## config.mk

```make
export PLATFORM = sky130hd
export DESIGN_NAME = rtop_sm
export DESIGN_NICKNAME = d
export VERILOG_FILES = /design/src/rtl/rtop_pkg.sv /design/src/rtl/rtop_cordic_step.sv /design/src/rtl/rtop_sm.sv
export SDC_FILE = /design/constraint.sdc
export NUM_CORES = 1
export LEC_CHECK = 0
export CAP_MARGIN = 40
export CORE_MARGIN = 3
export CORE_UTILIZATION = 42
export CTS_BUF_LIST = sky130_fd_sc_hd__clkbuf_8 sky130_fd_sc_hd__clkbuf_16
export DETAILED_ROUTE_END_ITERATION = 16
export SYNTH_ARGS = -nofsm -noshare
export SYNTH_HDL_FRONTEND = slang
export SYNTH_SLANG_ARGS = --single-unit
```

## constraint.sdc

```tcl
create_clock -name CLK -period 6.3 [get_ports CLK]
set_input_delay 0.945 -clock CLK [delete_from_list [all_inputs] [get_ports CLK]]
set_output_delay 0.945 -clock CLK [all_outputs]
set_load 0.05 [all_outputs]
```

## src/rtl/rtop_pkg.sv

```systemverilog
// Shared definitions for the rectangular-to-polar converter: FSM states,
// the atan(2^-i) table in degrees, the CORDIC gain and the latency overhead.
package rtop_pkg;

  typedef enum logic [2:0] {
    S_IDLE,
    S_LOAD,
    S_ITER,
    S_SCALE,
    S_DONE
  } state_t;

  // Angle accumulator: degrees with ATAN_FRAC fractional bits, signed.
  localparam int ATAN_FRAC = 8;
  localparam int ZW        = 20;

  // CORDIC gain 1/prod(sqrt(1+2^-2i)) ~ 0.607253 in Q0.16.
  localparam int          K_FRAC = 16;
  localparam logic [15:0] K_GAIN = 16'd39797;

  // Cycles beyond the micro-rotations: LOAD, SCALE and DONE.
  localparam int LAT_OVERHEAD = 3;

  // atan(2^-i) in degrees, scaled by 2^ATAN_FRAC and rounded.
  function automatic logic signed [ZW-1:0] atan_deg(input logic [3:0] i);
    logic signed [ZW-1:0] a;
    case (i)
      4'd0:    a = 20'sd11520;
      4'd1:    a = 20'sd6801;
      4'd2:    a = 20'sd3593;
      4'd3:    a = 20'sd1824;
      4'd4:    a = 20'sd916;
      4'd5:    a = 20'sd458;
      4'd6:    a = 20'sd229;
      4'd7:    a = 20'sd115;
      4'd8:    a = 20'sd57;
      4'd9:    a = 20'sd29;
      4'd10:   a = 20'sd14;
      4'd11:   a = 20'sd7;
      4'd12:   a = 20'sd4;
      4'd13:   a = 20'sd2;
      4'd14:   a = 20'sd1;
      default: a = 20'sd0;
    endcase
    return a;
  endfunction

endpackage

```

## src/rtl/rtop_cordic_step.sv

```systemverilog
// One CORDIC vectoring micro-rotation: rotates (x,y) toward the +x axis by
// atan(2^-shift) and accumulates the rotation into the angle z.
module rtop_cordic_step
  import rtop_pkg::*;
#(
  parameter int XW = 19
) (
  input  logic signed [XW-1:0] x,
  input  logic signed [XW-1:0] y,
  input  logic signed [ZW-1:0] z,
  input  logic [3:0]           shift,
  output logic signed [XW-1:0] x_nxt,
  output logic signed [XW-1:0] y_nxt,
  output logic signed [ZW-1:0] z_nxt
);

  logic signed [XW-1:0] x_sh;
  logic signed [XW-1:0] y_sh;

  assign x_sh = x >>> shift;
  assign y_sh = y >>> shift;

  // Rotate against the sign of y so y is driven toward zero.
  always_comb begin
    x_nxt = x;
    y_nxt = y;
    z_nxt = z;
    if (y[XW-1]) begin
      x_nxt = x - y_sh;
      y_nxt = y + x_sh;
      z_nxt = z - atan_deg(shift);
    end else begin
      x_nxt = x + y_sh;
      y_nxt = y - x_sh;
      z_nxt = z + atan_deg(shift);
    end
  end

endmodule

```

## src/rtl/rtop_sm.sv

```systemverilog
// Rectangular-to-polar converter: sequential CORDIC vectoring engine.
// Optional quadrant output `outbit` is enabled with macro RTOP_SM_OUTBIT_EN.
module rtop_sm
  import rtop_pkg::*;
#(
  parameter int W    = 8,
  parameter int ITER = 12
) (
  input  logic         CLK,
  input  logic         RST,
  input  logic         start,
  input  logic [W-1:0] X_in,
  input  logic [W-1:0] Y_in,
  output logic         busy,
  output logic         done,
  output logic [W-1:0] Mag_out,
  output logic [8:0]   Angle_out
`ifdef RTOP_SM_OUTBIT_EN
  ,
  output logic [1:0]   outbit
`endif
);

  // Three integer guard bits keep |(-128,-128)| * 1.647 in range; the
  // fractional bits preserve precision through the right shifts.
  localparam int FRAC = 8;
  localparam int XW   = W + 3 + FRAC;
  localparam int PW   = XW + K_FRAC;

  localparam logic [3:0]           CNT_LAST = 4'(ITER - 1);
  localparam logic [W-1:0]         MAG_MAX  = '1;
  localparam logic signed [ZW-1:0] ZHALF    = ZW'(1 << (ATAN_FRAC - 1));

  state_t state, nxt;

  logic signed [XW-1:0] x_r, y_r, x_nxt, y_nxt;
  logic signed [ZW-1:0] z_r, z_nxt;
  logic [3:0]           cnt;
  logic                 off180;
  logic [W-1:0]         mag_r;
  logic [8:0]           ang_r;

  // Scale by K with round-to-nearest, saturating to W bits.
  function automatic logic [W-1:0] mag_round(input logic signed [XW-1:0] xv);
    logic [PW-1:0] p;
    p = PW'($unsigned(xv)) * PW'(K_GAIN);
    p = p + (PW'(1) << (K_FRAC + FRAC - 1));
    p = p >> (K_FRAC + FRAC);
    if (p > PW'(MAG_MAX)) return MAG_MAX;
    return p[W-1:0];
  endfunction

  // Round the accumulated angle to whole degrees, add the fold offset and
  // wrap into 0..359.
  function automatic logic [8:0] angle_wrap(input logic signed [ZW-1:0] zv,
                                            input logic off);
    logic signed [ZW-1:0] d;
    d = (zv + ZHALF) >>> ATAN_FRAC;
    if (off) d = d + ZW'(180);
    if (d < ZW'(0)) d = d + ZW'(360);
    else if (d >= ZW'(360)) d = d - ZW'(360);
    return d[8:0];
  endfunction

`ifdef RTOP_SM_OUTBIT_EN
  function automatic logic [1:0] quadrant(input logic [8:0] a);
    if (a >= 9'd270) return 2'd3;
    if (a >= 9'd180) return 2'd2;
    if (a >= 9'd90)  return 2'd1;
    return 2'd0;
  endfunction
`endif

  rtop_cordic_step #(.XW(XW)) u_step (
    .x     (x_r),
    .y     (y_r),
    .z     (z_r),
    .shift (cnt),
    .x_nxt (x_nxt),
    .y_nxt (y_nxt),
    .z_nxt (z_nxt)
  );

  assign busy = (state != S_IDLE);

  // State register.
  always_ff @(posedge CLK) begin
    if (RST) state <= S_IDLE;
    else     state <= nxt;
  end

  // Next-state logic; start is only looked at in IDLE.
  always_comb begin
    nxt = state;
    case (state)
      S_IDLE:  if (start) nxt = S_LOAD;
      S_LOAD:  nxt = S_ITER;
      S_ITER:  if (cnt == CNT_LAST) nxt = S_SCALE;
      S_SCALE: nxt = S_DONE;
      S_DONE:  nxt = S_IDLE;
      default: nxt = S_IDLE;
    endcase
  end

  // Datapath and result registers, sequenced by the current state.
  always_ff @(posedge CLK) begin
    if (RST) begin
      x_r       <= '0;
      y_r       <= '0;
      z_r       <= '0;
      cnt       <= '0;
      off180    <= 1'b0;
      mag_r     <= '0;
      ang_r     <= '0;
      done      <= 1'b0;
      Mag_out   <= '0;
      Angle_out <= '0;
`ifdef RTOP_SM_OUTBIT_EN
      outbit    <= '0;
`endif
    end else begin
      done <= 1'b0;
      case (state)
        S_IDLE: begin
          if (start) begin
            x_r <= {{(XW-W-FRAC){X_in[W-1]}}, X_in, {FRAC{1'b0}}};
            y_r <= {{(XW-W-FRAC){Y_in[W-1]}}, Y_in, {FRAC{1'b0}}};
          end
        end
        S_LOAD: begin
          if (x_r[XW-1]) begin
            x_r    <= -x_r;
            y_r    <= -y_r;
            off180 <= 1'b1;
          end else begin
            off180 <= 1'b0;
          end
          z_r <= '0;
          cnt <= '0;
        end
        S_ITER: begin
          x_r <= x_nxt;
          y_r <= y_nxt;
          z_r <= z_nxt;
          cnt <= cnt + 4'd1;
        end
        S_SCALE: begin
          // A zero vector leaves x at zero; its angle is defined as 0.
          if (x_r == '0) begin
            mag_r <= '0;
            ang_r <= '0;
          end else begin
            mag_r <= mag_round(x_r);
            ang_r <= angle_wrap(z_r, off180);
          end
        end
        S_DONE: begin
          Mag_out   <= mag_r;
          Angle_out <= ang_r;
          done      <= 1'b1;
`ifdef RTOP_SM_OUTBIT_EN
          outbit    <= quadrant(ang_r);
`endif
        end
        default: ;
      endcase
    end
  end

endmodule

```

==> impl_metrics.py <==
metrics = {
    "setup_path": {
        "critical_path_buf_inv_count": 6,
        "setup.worst_path.class": "flop to flop",
        "critPathMostFrequentCell": "fa_1",
        "path_cells": "clkinvlp_4 -> buf_6 -> ha_4 -> inv_1 -> fa_1 -> inv_2 -> fa_1 -> fa_1 -> fa_1 -> inv_2 -> fa_1 -> inv_2 -> ha_4 -> and4_4 -> nand3_2 -> or3_1 -> or4b_4 -> and3_4 -> xor2_2 -> a41oi_4 -> a221o_1",
        "crit_family": "adder cells",
        "rrSetupSlack_ns": 0.19,
        "end_kind": "flop",
        "critical_path_required_ns": 6.63,
        "r2r_end": "mag_r[6]",
        "slowest_delay_ns": 0.51,
        "worstSetupStartpointType": "flop",
        "worstPathArrival_ns": 6.45,
        "critPathMaxFanout": 8,
        "r2r_start": "x_r[10]",
        "ff2ff_path_depth": 21,
        "cpMaxStageDelayCell": "fa_1",
    },
    "finish": {
        "diodes": 0,
        "drive_gt1_share_pct": 12.2,
        "fillers": 3953,
        "final_area_um2": 19500,
        "nets": 2453,
        "final_cells": 2626,
        "area.growth.synth_to_final_pct": 11.6,
        "mostFrequentLayoutCell": "inv_1",
        "final_cell_mix": "inv_1, ha_1, nor2_1",
    },
    "clocking": {
        "hold_buffers": 0,
        "cts_buffer_depth": 2,
        "cts_tree": "done",
        "clk_pin_slew_ns": 0.06,
        "clock_latency_ns": 0.45,
        "cts_buffers": 17,
        "h-tree-depth": 4,
        "clock_sinks": 115,
        "root_buffer": "clkbuf_16",
    },
    "global_routing": {
        "grt_pass1_vias": 14900,
        "grt_max_degree": 65,
        "grt_usage_pct": 21.7,
        "grt_overflow": 0,
        "grt_pass1_wl_um": 78100,
        "antenna_found_initial": 0,
    },
    "placement": {
        "port_buffers": 37,
        "place_congestion": 0.922,
        "dp_cells": 2582,
        "dp_slack_ns": -0.0241,
        "dp_hpwl_um": 36500,
        "place_area_um2": 18600,
    },
    "die": {
        "dieArea_um2": 44000,
        "core-area_um2": 40900,
        "dieHeight_um": 210,
        "die_w_um": 210,
        "row_count": 74,
        "ios": 38,
        "initial_core_util_pct": 42.6,
    },
    "routing": {
        "drc": 0,
        "wirelength_um": 47000,
        "firstDrtPassIters": 6,
        "num_vias": 14900,
        "drtIter0Drc": 1078,
        "avgViaCountPerCell": 5.66,
        "ant_nets": 0,
        "wl_per_cell_um": 17.9,
    },
    "sta": {
        "hold_violations": 0,
        "worst_pin_slew_ns": 0.926,
        "finalMaxSlewViolations": 0,
        "clock_skew_ns": 0.0133,
        "setup_viol": 0,
        "finalCritPeriodShare_pct": 97.0,
        "slew_headroom_pct": 38.2,
        "setup_tns_ns": 0,
        "fin_crit_ns": 6.11,
        "fin_ws_ns": 0.186,
        "fmax_ghz": 0.164,
    },
    "flow_run": {
        "cap_violations": 0,
    },
    "logic_synthesis": {
        "synth-seq-area-share_pct": 13.2,
        "async_reset_ff_share_pct": 0,
        "syn_area_um2": 17400,
        "synth-edff-count": 0,
        "syn_nets": 2408,
        "avgSynthCellArea_um2": 8.56,
        "synth.largest_area_cell": "ha_1",
        "syn_inst": 2037,
        "synth-main-ff-cell": "dfxtp_1",
        "ys_types": 105,
        "ys_top_cells_by_area": "ha_1, fa_1, dfxtp_1",
        "yosys_warnings": 0,
        "synth_top_area_share_pct": 15.9,
        "ys_ff_latch": 115,
    },
    "hold_path": {
        "whs_path_depth": 2,
        "hold-path-endpoint": "Angle_out[7]",
        "holdCritPathClass": "flop to flop",
        "hold_start": "ang_r[7]",
    },
    "power_and_ir_drop": {
        "leakage_nw": 8.79,
        "peakVddDrop_v": 0.000577,
        "p_per_area_nw_per_um2": 375,
    },
    "outcome": {
        "status": "finished, final reports clean",
    },
}
-- synthesized netlist by cell type, drive strengths merged (34+ instances only) --
library cell,number
inv,260
ha,222
nor2,170
a21oi,147
nand2,144
fa,130
dfxtp,115
xnor2,80
o21ai,68
nor3,64
clkbuf,45
buf,41
mux4,37
xor2,36
mux2i,34
-- layout make-up --
class / instances / area, um2 / share of cell area, %
Multi-Input combinational cell: 1575 / 13900 / 71.6
Timing Repair Buffer: 112 / 980 / 5.03
Inverter: 261 / 997 / 5.12
Tap cell: 532 / 666 / 3.42
Clock inverter: 13 / 136 / 0.701
Clock buffer: 18 / 439 / 2.26
Sequential cell: 115 / 2310 / 11.9
-- power by group --
group | switching [mW] | total, mW | internal (mW)
Combinational | 3.11 | 5.42 | 2.32
Clock | 0.395 | 0.982 | 0.588
Sequential | 0.102 | 0.887 | 0.786
-- timing repair --
action	in CTS	in global routing
pin swaps	11	50
hold endpoints to repair	0	0
setup endpoints to repair	8	8
resized for setup	9	48
setup buffers	3	10
-- logic make-up (layout without fill, tap and decap cells) --
kind of cell / count (synthesis) / in the layout / share of synthesized area (%)
simple gates: 556 / 556 / 15.7
fa+ha+maj: 352 / 352 / 30.8
xor+xnor: 116 / 116 / 5.87
flops: 115 / 115 / 13.2
mux: 88 / 88 / 8.02
buf+inv: 347 / 404 / 8.09
compound gates: 463 / 463 / 18.2
-- worst max path at each step --
| stage | start | end | slack, ns | cells after the start |
|---|---|---|---|---|
| after detailed placement | x_r[13] | mag_r[3] | -0.02 | 22 |
| after global placement | x_r[13] | mag_r[3] | -0.008 | 21 |
| final | x_r[10] | mag_r[6] | 0.19 | 21 |
| after floorplan | x_r[15] | mag_r[0] | 0.02 | 21 |
| after CTS | x_r[8] | mag_r[6] | 0.003 | 21 |
| after global routing | x_r[9] | mag_r[6] | -0.05 | 19 |
-- worst min-delay path, stage by stage (launching register included) --
cell and delay, ns:
dfxtp_1 0.31, nand2_1 0.05, a21oi_1 0.05
-- layer usage --
metal / wire [um] / global-route usage, %
met5: 0 / 0
met2: 22300 / 36.3
met4: 913 / 5.01
met3: 1850 / 3.03
met1: 21900 / 29.8
-- per-stage QoR --
step	hold WS, ns	util, %	power [mW]
global placement	0.440	45.2	5.90
CTS	0.456	46.9	7.08
global route	0.474	47.6	8.11
detailed placement	0.445	45.4	5.98
floorplan	0.426	-	4.73
finish	0.453	47.6	7.29
Note: power is estimated with default switching activity, not from simulation.
